[config.mk]
export PLATFORM = sky130hd
export DESIGN_NAME = uart_tx_store_bridge
export DESIGN_NICKNAME = d
export VERILOG_FILES = /design/src/rtl/uart_tx_store_bridge_pkg.sv /design/src/rtl/uart_tx_store_bridge_tx_byte_fifo.sv /design/src/rtl/uart_tx_store_bridge.sv
export SDC_FILE = /design/constraint.sdc
export NUM_CORES = 1
export LEC_CHECK = 0
export ABC_AREA = 1
export BUFFER_PORTS_ARGS = -buffer_cell sky130_fd_sc_hd__buf_2
export CAP_MARGIN = 10
export CORE_MARGIN = 2
export CORE_UTILIZATION = 33
export CTS_CLUSTER_SIZE = 16
export DETAILED_ROUTE_END_ITERATION = 10
export HOLD_SLACK_MARGIN = 0.03
export PLACE_DENSITY = 0.55
export SLEW_MARGIN = 10
export SYNTH_ARGS = -nofsm -noshare
export SYNTH_HDL_FRONTEND = slang
export SYNTH_SLANG_ARGS = --single-unit
[constraint.sdc]
create_clock -name clk -period 3 [get_ports clk]
set_input_delay 0 -clock clk [delete_from_list [all_inputs] [get_ports clk]]
set_output_delay 0 -clock clk [all_outputs]
set_load 0.01 [all_outputs]
[src/rtl/uart_tx_store_bridge_pkg.sv]
// Shared definitions for the UART transmit store bridge.
// Holds the memory-mapped addresses, the TX FSM state encoding and a parity helper.
// Optional build macro: UART_TX_PARITY_EN (adds an even-parity bit to each frame).
package uart_tx_store_bridge_pkg;

    localparam logic [31:0] UART_TX_DATA_ADDR = 32'h8000_0008;
    localparam logic [31:0] UART_STATUS_ADDR  = 32'h8000_0000;

    typedef enum logic [2:0] {
        ST_IDLE   = 3'd0,
        ST_START  = 3'd1,
        ST_DATA   = 3'd2,
        ST_PARITY = 3'd3,
        ST_STOP   = 3'd4
    } tx_state_t;

    // Even parity: the bit that makes the total count of ones even.
    function automatic logic even_parity(input logic [7:0] data);
        return ^data;
    endfunction

endpackage

[src/rtl/uart_tx_store_bridge_tx_byte_fifo.sv]
// Byte queue between the CPU store path and the UART transmitter.
// A push while full is still accepted when a pop happens in the same cycle,
// because the pop frees the slot being written.
module tx_byte_fifo #(
    parameter int DEPTH = 8,
    localparam int AW = $clog2(DEPTH),
    localparam int CW = AW + 1
) (
    input  logic          clk,
    input  logic          rst_n,
    input  logic          push,
    input  logic [7:0]    push_data,
    input  logic          pop,
    output logic [7:0]    pop_data,
    output logic          full,
    output logic          empty,
    output logic [CW-1:0] count
);

    logic [7:0]    mem [DEPTH];
    logic [AW-1:0] wr_ptr_reg;
    logic [AW-1:0] rd_ptr_reg;
    logic [CW-1:0] count_reg;
    logic          do_push;
    logic          do_pop;

    assign full     = (count_reg == CW'(DEPTH));
    assign empty    = (count_reg == '0);
    assign count    = count_reg;
    assign do_pop   = pop && !empty;
    assign do_push  = push && (!full || do_pop);
    assign pop_data = mem[rd_ptr_reg];

    // Storage array: written on accepted pushes, contents need no reset.
    always_ff @(posedge clk) begin
        if (do_push) begin
            mem[wr_ptr_reg] <= push_data;
        end
    end

    // Pointers wrap naturally because DEPTH is a power of two.
    always_ff @(posedge clk or negedge rst_n) begin
        if (!rst_n) begin
            wr_ptr_reg <= '0;
            rd_ptr_reg <= '0;
            count_reg  <= '0;
        end else begin
            if (do_push) wr_ptr_reg <= wr_ptr_reg + 1'b1;
            if (do_pop)  rd_ptr_reg <= rd_ptr_reg + 1'b1;
            case ({do_push, do_pop})
                2'b10:   count_reg <= count_reg + 1'b1;
                2'b01:   count_reg <= count_reg - 1'b1;
                default: count_reg <= count_reg;
            endcase
        end
    end

endmodule

[src/rtl/uart_tx_store_bridge.sv]
// UART transmit bridge: queues CPU byte stores and serialises them 8N1, LSB first.
// The line output is registered, so it trails the FSM state by one cycle.
// Optional build macro: UART_TX_PARITY_EN (even-parity bit between data and stop).
module uart_tx_store_bridge #(
    parameter int CLOCK_FREQ = 50000000,
    parameter int BAUD_RATE  = 115200,
    parameter int FIFO_DEPTH = 8
) (
    input  logic                         clk,
    input  logic                         rst_n,
    input  logic                         uart_we,
    input  logic [31:0]                  store_data,
    input  logic                         ovf_clr,
    output logic                         tx_ready,
    output logic                         tx_busy,
    output logic                         tx_overflow,
    output logic [$clog2(FIFO_DEPTH):0]  fifo_count,
    output logic                         serial_out
);
    import uart_tx_store_bridge_pkg::*;

    localparam int BIT_TICKS = CLOCK_FREQ / BAUD_RATE;
    localparam int BW        = (BIT_TICKS > 1) ? $clog2(BIT_TICKS) : 1;

    tx_state_t     state_reg, state_next;
    logic [BW-1:0] baud_cnt_reg;
    logic [2:0]    bit_idx_reg;
    logic [7:0]    shift_reg;
    logic          serial_out_reg;
    logic          line_next;
    logic          overflow_reg;
    logic          bit_done;
    logic          fifo_pop;
    logic          fifo_full;
    logic          fifo_empty;
    logic [7:0]    fifo_head;
    logic          unused_store_bits;
`ifdef UART_TX_PARITY_EN
    logic          parity_reg;
`endif

    assign unused_store_bits = ^store_data[31:8];
    assign bit_done          = (baud_cnt_reg == BW'(BIT_TICKS - 1));

    tx_byte_fifo #(.DEPTH(FIFO_DEPTH)) u_fifo (
        .clk       (clk),
        .rst_n     (rst_n),
        .push      (uart_we),
        .push_data (store_data[7:0]),
        .pop       (fifo_pop),
        .pop_data  (fifo_head),
        .full      (fifo_full),
        .empty     (fifo_empty),
        .count     (fifo_count)
    );

    assign tx_ready    = !fifo_full;
    assign tx_busy     = (state_reg != ST_IDLE) || !fifo_empty;
    assign tx_overflow = overflow_reg;
    assign serial_out  = serial_out_reg;

    // Next-state and line level for the frame sequencer.
    always_comb begin
        state_next = state_reg;
        fifo_pop   = 1'b0;
        line_next  = 1'b1;
        case (state_reg)
            ST_IDLE: begin
                if (!fifo_empty) begin
                    fifo_pop   = 1'b1;
                    state_next = ST_START;
                end
            end
            ST_START: begin
                line_next = 1'b0;
                if (bit_done) state_next = ST_DATA;
            end
            ST_DATA: begin
                line_next = shift_reg[0];
                if (bit_done && bit_idx_reg == 3'd7) begin
`ifdef UART_TX_PARITY_EN
                    state_next = ST_PARITY;
`else
                    state_next = ST_STOP;
`endif
                end
            end
`ifdef UART_TX_PARITY_EN
            ST_PARITY: begin
                line_next = parity_reg;
                if (bit_done) state_next = ST_STOP;
            end
`endif
            ST_STOP: begin
                if (bit_done) state_next = ST_IDLE;
            end
            default: state_next = ST_IDLE;
        endcase
    end

    // State register and registered line driver; reset forces the line idle at once.
    always_ff @(posedge clk or negedge rst_n) begin
        if (!rst_n) begin
            state_reg      <= ST_IDLE;
            serial_out_reg <= 1'b1;
        end else begin
            state_reg      <= state_next;
            serial_out_reg <= line_next;
        end
    end

    // Baud counter: held at zero while idle, restarts at every bit boundary.
    always_ff @(posedge clk or negedge rst_n) begin
        if (!rst_n) begin
            baud_cnt_reg <= '0;
        end else if (state_reg == ST_IDLE || bit_done) begin
            baud_cnt_reg <= '0;
        end else begin
            baud_cnt_reg <= baud_cnt_reg + 1'b1;
        end
    end

    // Shift register loads the FIFO head on pop and shifts out one bit per bit time.
    always_ff @(posedge clk or negedge rst_n) begin
        if (!rst_n) begin
            shift_reg   <= '0;
            bit_idx_reg <= '0;
`ifdef UART_TX_PARITY_EN
            parity_reg  <= 1'b0;
`endif
        end else if (fifo_pop) begin
            shift_reg   <= fifo_head;
            bit_idx_reg <= '0;
`ifdef UART_TX_PARITY_EN
            parity_reg  <= even_parity(fifo_head);
`endif
        end else if (state_reg == ST_DATA && bit_done) begin
            shift_reg   <= {1'b0, shift_reg[7:1]};
            bit_idx_reg <= bit_idx_reg + 1'b1;
        end
    end

    // Sticky overflow: a dropped store sets it and wins over a same-cycle clear.
    always_ff @(posedge clk or negedge rst_n) begin
        if (!rst_n) begin
            overflow_reg <= 1'b0;
        end else if (uart_we && fifo_full && !fifo_pop) begin
            overflow_reg <= 1'b1;
        end else if (ovf_clr) begin
            overflow_reg <= 1'b0;
        end
    end

endmodule

======== Word-level counts from Yosys, hierarchy flattened ========
Memory sizes are Yosys's and may differ from the RTL's.
Cells that the tools add are included.
cells by class
  $mul .................................... 0
  divide/modulo/power cells ............... 0
  equality and inequality tests ........... 12
  add/sub/neg operators ................... 6
  bitwise gates (word level) .............. 0
  mux-type cells .......................... 18
  shift operators ......................... 0
  reductions and logical operators ........ 19
  magnitude comparators ................... 0
operators with widths
  cell                   count
  $mux W3                6
  $mux W8                2
  $pmux W3 S4            1
  $add A3 B1 Y3 const B  3
  $add A9 B1 Y9 const B  1
  $eq A9 B9 Y1 const B   1
  $mux W9                1
  $ne A2 B2 Y1 const B   4
  $pmux W4 S2            1
  $eq A3 B3 Y1 const B   2
  $logic_and A1 B1 Y1    6
  $mux W1                6
  $reduce_bool A2 Y1     3
  $add A4 B1 Y4 const B  1
  $eq A4 B4 Y1 const B   1
  $logic_not A4 Y1       1
  $reduce_and A4 Y1      1
  $sub A4 B1 Y4 const B  1
  $eq A3 B1 Y1 const B   1
  $eq A3 B2 Y1 const B   1
  $logic_not A1 Y1       3
  $logic_not A3 Y1       1
  $logic_or A1 B1 Y1     3
  $reduce_bool A3 Y1     1
  other kinds (3)        3
word-level totals
  register bits ........................... 35
  bits in latches ......................... 0
  memories ................................ 1
  output and inout port bits .............. 8
  word-level logic and storage cells ...... 65
  bits of input ports ..................... 36
  memory bits (read-only) ................. 0
  bits in writable memories ............... 64
memory list
  name        depth  bits a word  read ports  clocked after Yosys merged registers in  write ports  line                                     RTL
  u_fifo.mem  8      8            1           0                                        1            uart_tx_store_bridge_tx_byte_fifo.sv:20  logic [7:0] mem [DEPTH];

======== Longest topological paths before layout ========
  depth in word-level cells ............... 8
  gate-level depth with buffers ........... 14
  depth with buffers taken out ............ 14

======== By module ========
From an unflattened synthesis, not the netlist that was laid out.
second synthesis, totals
  cells, all modules ...................... 418
  area, all modules ....................... 4459.3 sq um
modules (own cells, without submodules)
  module                cells an instance  instances  sequential area each (sq um)  area each (sq um)
  tx_byte_fifo          255                1          2172.1                        3118.0
  uart_tx_store_bridge  163                1          626.9                         1341.3

======== Worst setup path after synthesis ========
OpenSTA, ideal clock, no wires.
  kind .................................... register to register
  from .................................... reg u_fifo.count_reg[0] (netlist: u_fifo.count[0])
  to ...................................... reg u_fifo.count_reg[2] (netlist: u_fifo.count[2])
  cell stages (with the launch flop) ...... 13
  arrival time ............................ 2.039 ns
  slack ................................... 0.835 ns
  required time ........................... 2.873 ns
  cell sequence ........................... dfrtp_1 inv_1 nand2_2 nor2_4 nor2_4 buf_4 ha_1 xor2_1 ha_1 a21o_1 or2_2 nand3_1 o21ai_0
between the ends
  cells in the longest elaborated chain, start to end .. 8
ends and longest elaborated chain
  element                                            line                                     RTL
  from (decl)                                        uart_tx_store_bridge_tx_byte_fifo.sv:23  logic [CW-1:0] count_reg;
  from (signal assigned)                             uart_tx_store_bridge_tx_byte_fifo.sv:51  2'b10: count_reg <= count_reg + 1'b1;
  from (signal assigned)                             uart_tx_store_bridge_tx_byte_fifo.sv:52  2'b01: count_reg <= count_reg - 1'b1;
  from (signal assigned)                             uart_tx_store_bridge_tx_byte_fifo.sv:53  default: count_reg <= count_reg;
  $logic_not A4 Y1 *                                 uart_tx_store_bridge_tx_byte_fifo.sv:28  assign empty = (count_reg == '0);
  $mux W1                                            uart_tx_store_bridge.sv:69               if (!fifo_empty) begin
  $mux W1                                            uart_tx_store_bridge.sv:67               case (state_reg)
  $logic_and A1 B1 Y1 *                              uart_tx_store_bridge_tx_byte_fifo.sv:30  assign do_pop = pop && !empty;
  named net u_fifo.do_pop                            uart_tx_store_bridge_tx_byte_fifo.sv:25  logic do_pop;
  $logic_or A1 B1 Y1                                 uart_tx_store_bridge_tx_byte_fifo.sv:31  assign do_push = push && (!full || do_pop);
  $logic_and A1 B1 Y1                                uart_tx_store_bridge_tx_byte_fifo.sv:31
  $eq A2 B1 Y1 or $eq A2 B2 Y1 (tied branches)       uart_tx_store_bridge_tx_byte_fifo.sv:50  case ({do_push, do_pop})
  $pmux W4 S2 or $reduce_bool A2 Y1 (tied branches)  n/a
The timed path passes the listed nets; every way through them passes the cells marked *.
A chain may end at the register's enable or synchronous reset.

======== Worst setup path after layout ========
  from .................................... reg u_fifo.count_reg[0] (netlist: u_fifo.count[0])
  to ...................................... reg u_fifo.count_reg[2] (netlist: u_fifo.count[2])
between the ends
  cells in the longest elaborated chain, start to end .. 8
ends and longest elaborated chain
  element                                            line
  $logic_not A4 Y1                                   uart_tx_store_bridge_tx_byte_fifo.sv:28
  $mux W1                                            uart_tx_store_bridge.sv:69
  $mux W1                                            uart_tx_store_bridge.sv:67
  $logic_and A1 B1 Y1                                uart_tx_store_bridge_tx_byte_fifo.sv:30
  $logic_or A1 B1 Y1                                 uart_tx_store_bridge_tx_byte_fifo.sv:31
  $logic_and A1 B1 Y1                                uart_tx_store_bridge_tx_byte_fifo.sv:31
  $eq A2 B1 Y1 or $eq A2 B2 Y1 (tied branches)       uart_tx_store_bridge_tx_byte_fifo.sv:50
  $pmux W4 S2 or $reduce_bool A2 Y1 (tied branches)  n/a
Parallel ways exist; a longest one is shown, timed or not.

==> impl_metrics.toml <==
[floorplan]
die_y_um = 122
start_util_pct = 34.2
std_cell_rows = 42
die-width_um = 122
ioPinCount = 44
die_area_sq_um = 14800
fp.coreArea_sq_um = 13300

[timing]
skew_ps = 7.69
fin_crit_sh_pct = 74.0
worst_pin_slew_ps = 808
hold_viol_final = 0
worst_slack_ps = 779
relSlewSlack_pct = 46.1
finalSetupViolCount = 0
finalCriticalPeriod_ps = 2220
fmax_ghz = 0.450
setup_tns_ps = 0
rsz0062_at_grt = "false"
maxSlewViolCount = 0

[yosys]
ys_seq_area_share_pct = 61.4
syn-num-nets = 504
ys_types = 34
synthSimpleGateAreaFrac_pct = 22.0
synthMuxAreaShare_pct = 0.219
yosys_register_bits = 99
syn_area_sq_um = 4560
synth_compound_area_share_pct = 5.40
syn-instance-count = 459
synth_fa_ha_area_share_pct = 2.47
synth_top_family_by_area = "simple AND/OR/NAND/NOR gates"
syn_avg_cell_area_sq_um = 9.94
ys_warn_count = 0
synth-xor-area-share_pct = 0.768

[clock_tree]
cts_buffers = 9
ctsResizeCount = 0
clock_path_buffers = 2
htree_levels = 3
postCtsSetupBuffers = 0
tritoncts = "done"
clk_pin_slew_ps = 60
cts.sinks = 99
clk_latency_ps = 350
cts_root_buf = "clkbuf_16"

[flow_run]
drv_cap = 0

[power]
p_per_area_nw_per_um2 = 630
leakage_nw = 2.29
irDropWorstVdd_v = 0.000416

[worst_setup_path]
startpoint_type = "register"
required_ps = 3230
cp.arrival_ps = 2450
critPathCaptureType = "register"
reg2reg_depth = 12
critical_path_class = "reg2reg"
r2r_start = "u_fifo.count[0]"
rr_endpoint = "u_fifo.count[2]"
crit_path_max_fanout = 6
critPathLaunch = "u_fifo.count[0]"
r2r_slack_ps = 780

[min_path]
min_from = "uart_we"
min_to = "u_fifo.wr_ptr_reg[0]"
hold_path.class = "in2reg"
whs_path_depth = 4

[final_layout]
seqCellArea_sq_um = 2800
area_growth_pct = 15.4
diodes = 0
fillers = 1347
fin_nets = 542
drive_gt1_share_pct = 14.7
multiInputGateArea_sq_um = 1410
fin_util_pct = 39.4
largest_reg_flops = 64

[drt]
drt_iter0_drc = 165
drt-total-wl_mm = 9.30
drc = 0
vias_per_cell = 4.60
wire_per_inst_um = 13.7
ant_nets = 0
first_pass_iters = 4
dr_total_vias = 3117

[placed_design]
place.gp.congestion = 0.794
dp_slack_ps = 744
dpl.hpwl_mm = 5.77
numPortBuffers = 19

[outcome]
status = "finished clean"

[grt]
grt_pass1_wl_mm = 15.4
grt_antenna_before_repair = 0
grt_overflow_total = 0
grt_usage_pct = 14.0
grt_pass1_vias = 3039
grt_max_degree = 36
[power breakdown]
group	switching (mW)	internal [mW]
sequential	0.0794	1.63
clock	0.526	0.575
combinational	0.324	0.180
[how the worst max path moves through the flow]
stage | slack [ps] | cells past startpoint | end
final | 780 | 12 | u_fifo.count[2]
after detailed placement | 740 | 12 | u_fifo.count[2]
after global routing | 480 | 12 | u_fifo.count[2]
after floorplan | 830 | 12 | u_fifo.count[2]
after CTS | 750 | 12 | u_fifo.count[2]
after global placement | 820 | 12 | u_fifo.count[2]
[synth_stat cells]
cell      number  area (sq um)
nand2_2        4          25.0
mux2i_1        1          10.0
nand4_1        2          12.5
o211ai_1       4          30.0
nor2_2         3          18.8
a21o_1         1          7.51
dfstp_2        1          26.3
or2_4          1          8.76
xnor2_1        1          8.76
nor3b_1        4          30.0
inv_1         65           244
nor2_1        29           109
xor2_1         3          26.3
a21oi_2        7          61.3
buf_2          9          45.0
o21ai_0       13          65.1
nor2_4         3          33.8
ha_1           9           113
or2_2          1          6.26
inv_2          5          18.8
dfrtp_1       34           851
nor3b_2        1          12.5
clkinv_1       1          3.75
a21oi_1        5          25.0
nor3_1         3          15.0
buf_4          4          30.0
buf_6          1          11.3
nand2_1      116           435
nor3_2         1          10.0
nand3_1       54           270
edfxtp_1      64          1920
o21bai_1       7          52.6
o21ai_1        1          5.00
nand3_4        1          17.5
[worst max-delay path: stages, from the launching register on]
cell and delay (ps):
dfrtp_1 440, inv_1 90, nand2_2 70, nor3_2 180
nand2_1 70, nand2_1 150, ha_1 230, xor2_1 120
ha_1 190, a21o_1 150, or2_2 260, nand3_1 60
o21ai_0 70
[cell usage in the layout (no fill, tap or decap), drive strengths merged]
master,count
a21o,1
o211ai,4
nand3,55
nor3b,5
clkbuf,9
nor2,35
nand4,2
clkinv,4
edfxtp,64
inv,74
o21bai,7
xnor2,1
dlygate4sd3,11
buf,30
xor2,3
or2,2
mux2i,1
dfrtp,34
nand2,120
nor3,4
a21oi,12
o21ai,14
dfstp,1
ha,9
[through the flow]
| step | power [mW] | std cells | hold WS, ps | instance area (sq um) |
|---|---|---|---|---|
| global route | 3.49 | 678 | 65.3 | 5260 |
| floorplan | 2.03 | 459 | -296 | 4560 |
| detailed placement | 2.23 | 651 | 140 | 4870 |
| finish | 3.32 | 678 | 53.8 | 5260 |
| global placement | 2.21 | 651 | 136 | 4870 |
| CTS | 3.36 | 678 | 42.9 | 5260 |
[metal layers]
layer / global-route usage [%] / share of wire (%)
met1: 17.3 / 44
met2: 23.4 / 50
met3: 4.40 / 4.5
met4: 4.24 / 1.5
met5: 0 / 0
[kinds of logic (layout without fill, tap and decap cells)]
group | after synthesis | after routing
buffers and inverters | 85 | 128
and+or+nand+nor | 223 | 223
AOI/OAI and AO/OA | 38 | 38
muxes | 1 | 1
xor gates and xnor gates | 4 | 4
DFF | 99 | 99
adders and majority gates | 9 | 9
[cell type report]
| class | instances | share of cell area (%) |
|---|---|---|
| flip-flops and latches | 99 | 53.2 |
| multi-input cells | 275 | 26.8 |
| repair buffers | 41 | 5.47 |
| inverters | 71 | 5.06 |
| clock buffers | 9 | 4.28 |
| well taps | 176 | 4.18 |
| clock inverters | 7 | 1.07 |
[what timing repair did]
item | CTS | global route
endpoints found under the hold margin | 99 | 0
hold buffers | 11 | 0
setup endpoints to repair | 0 | 0
(Power assumes the default switching activity.)
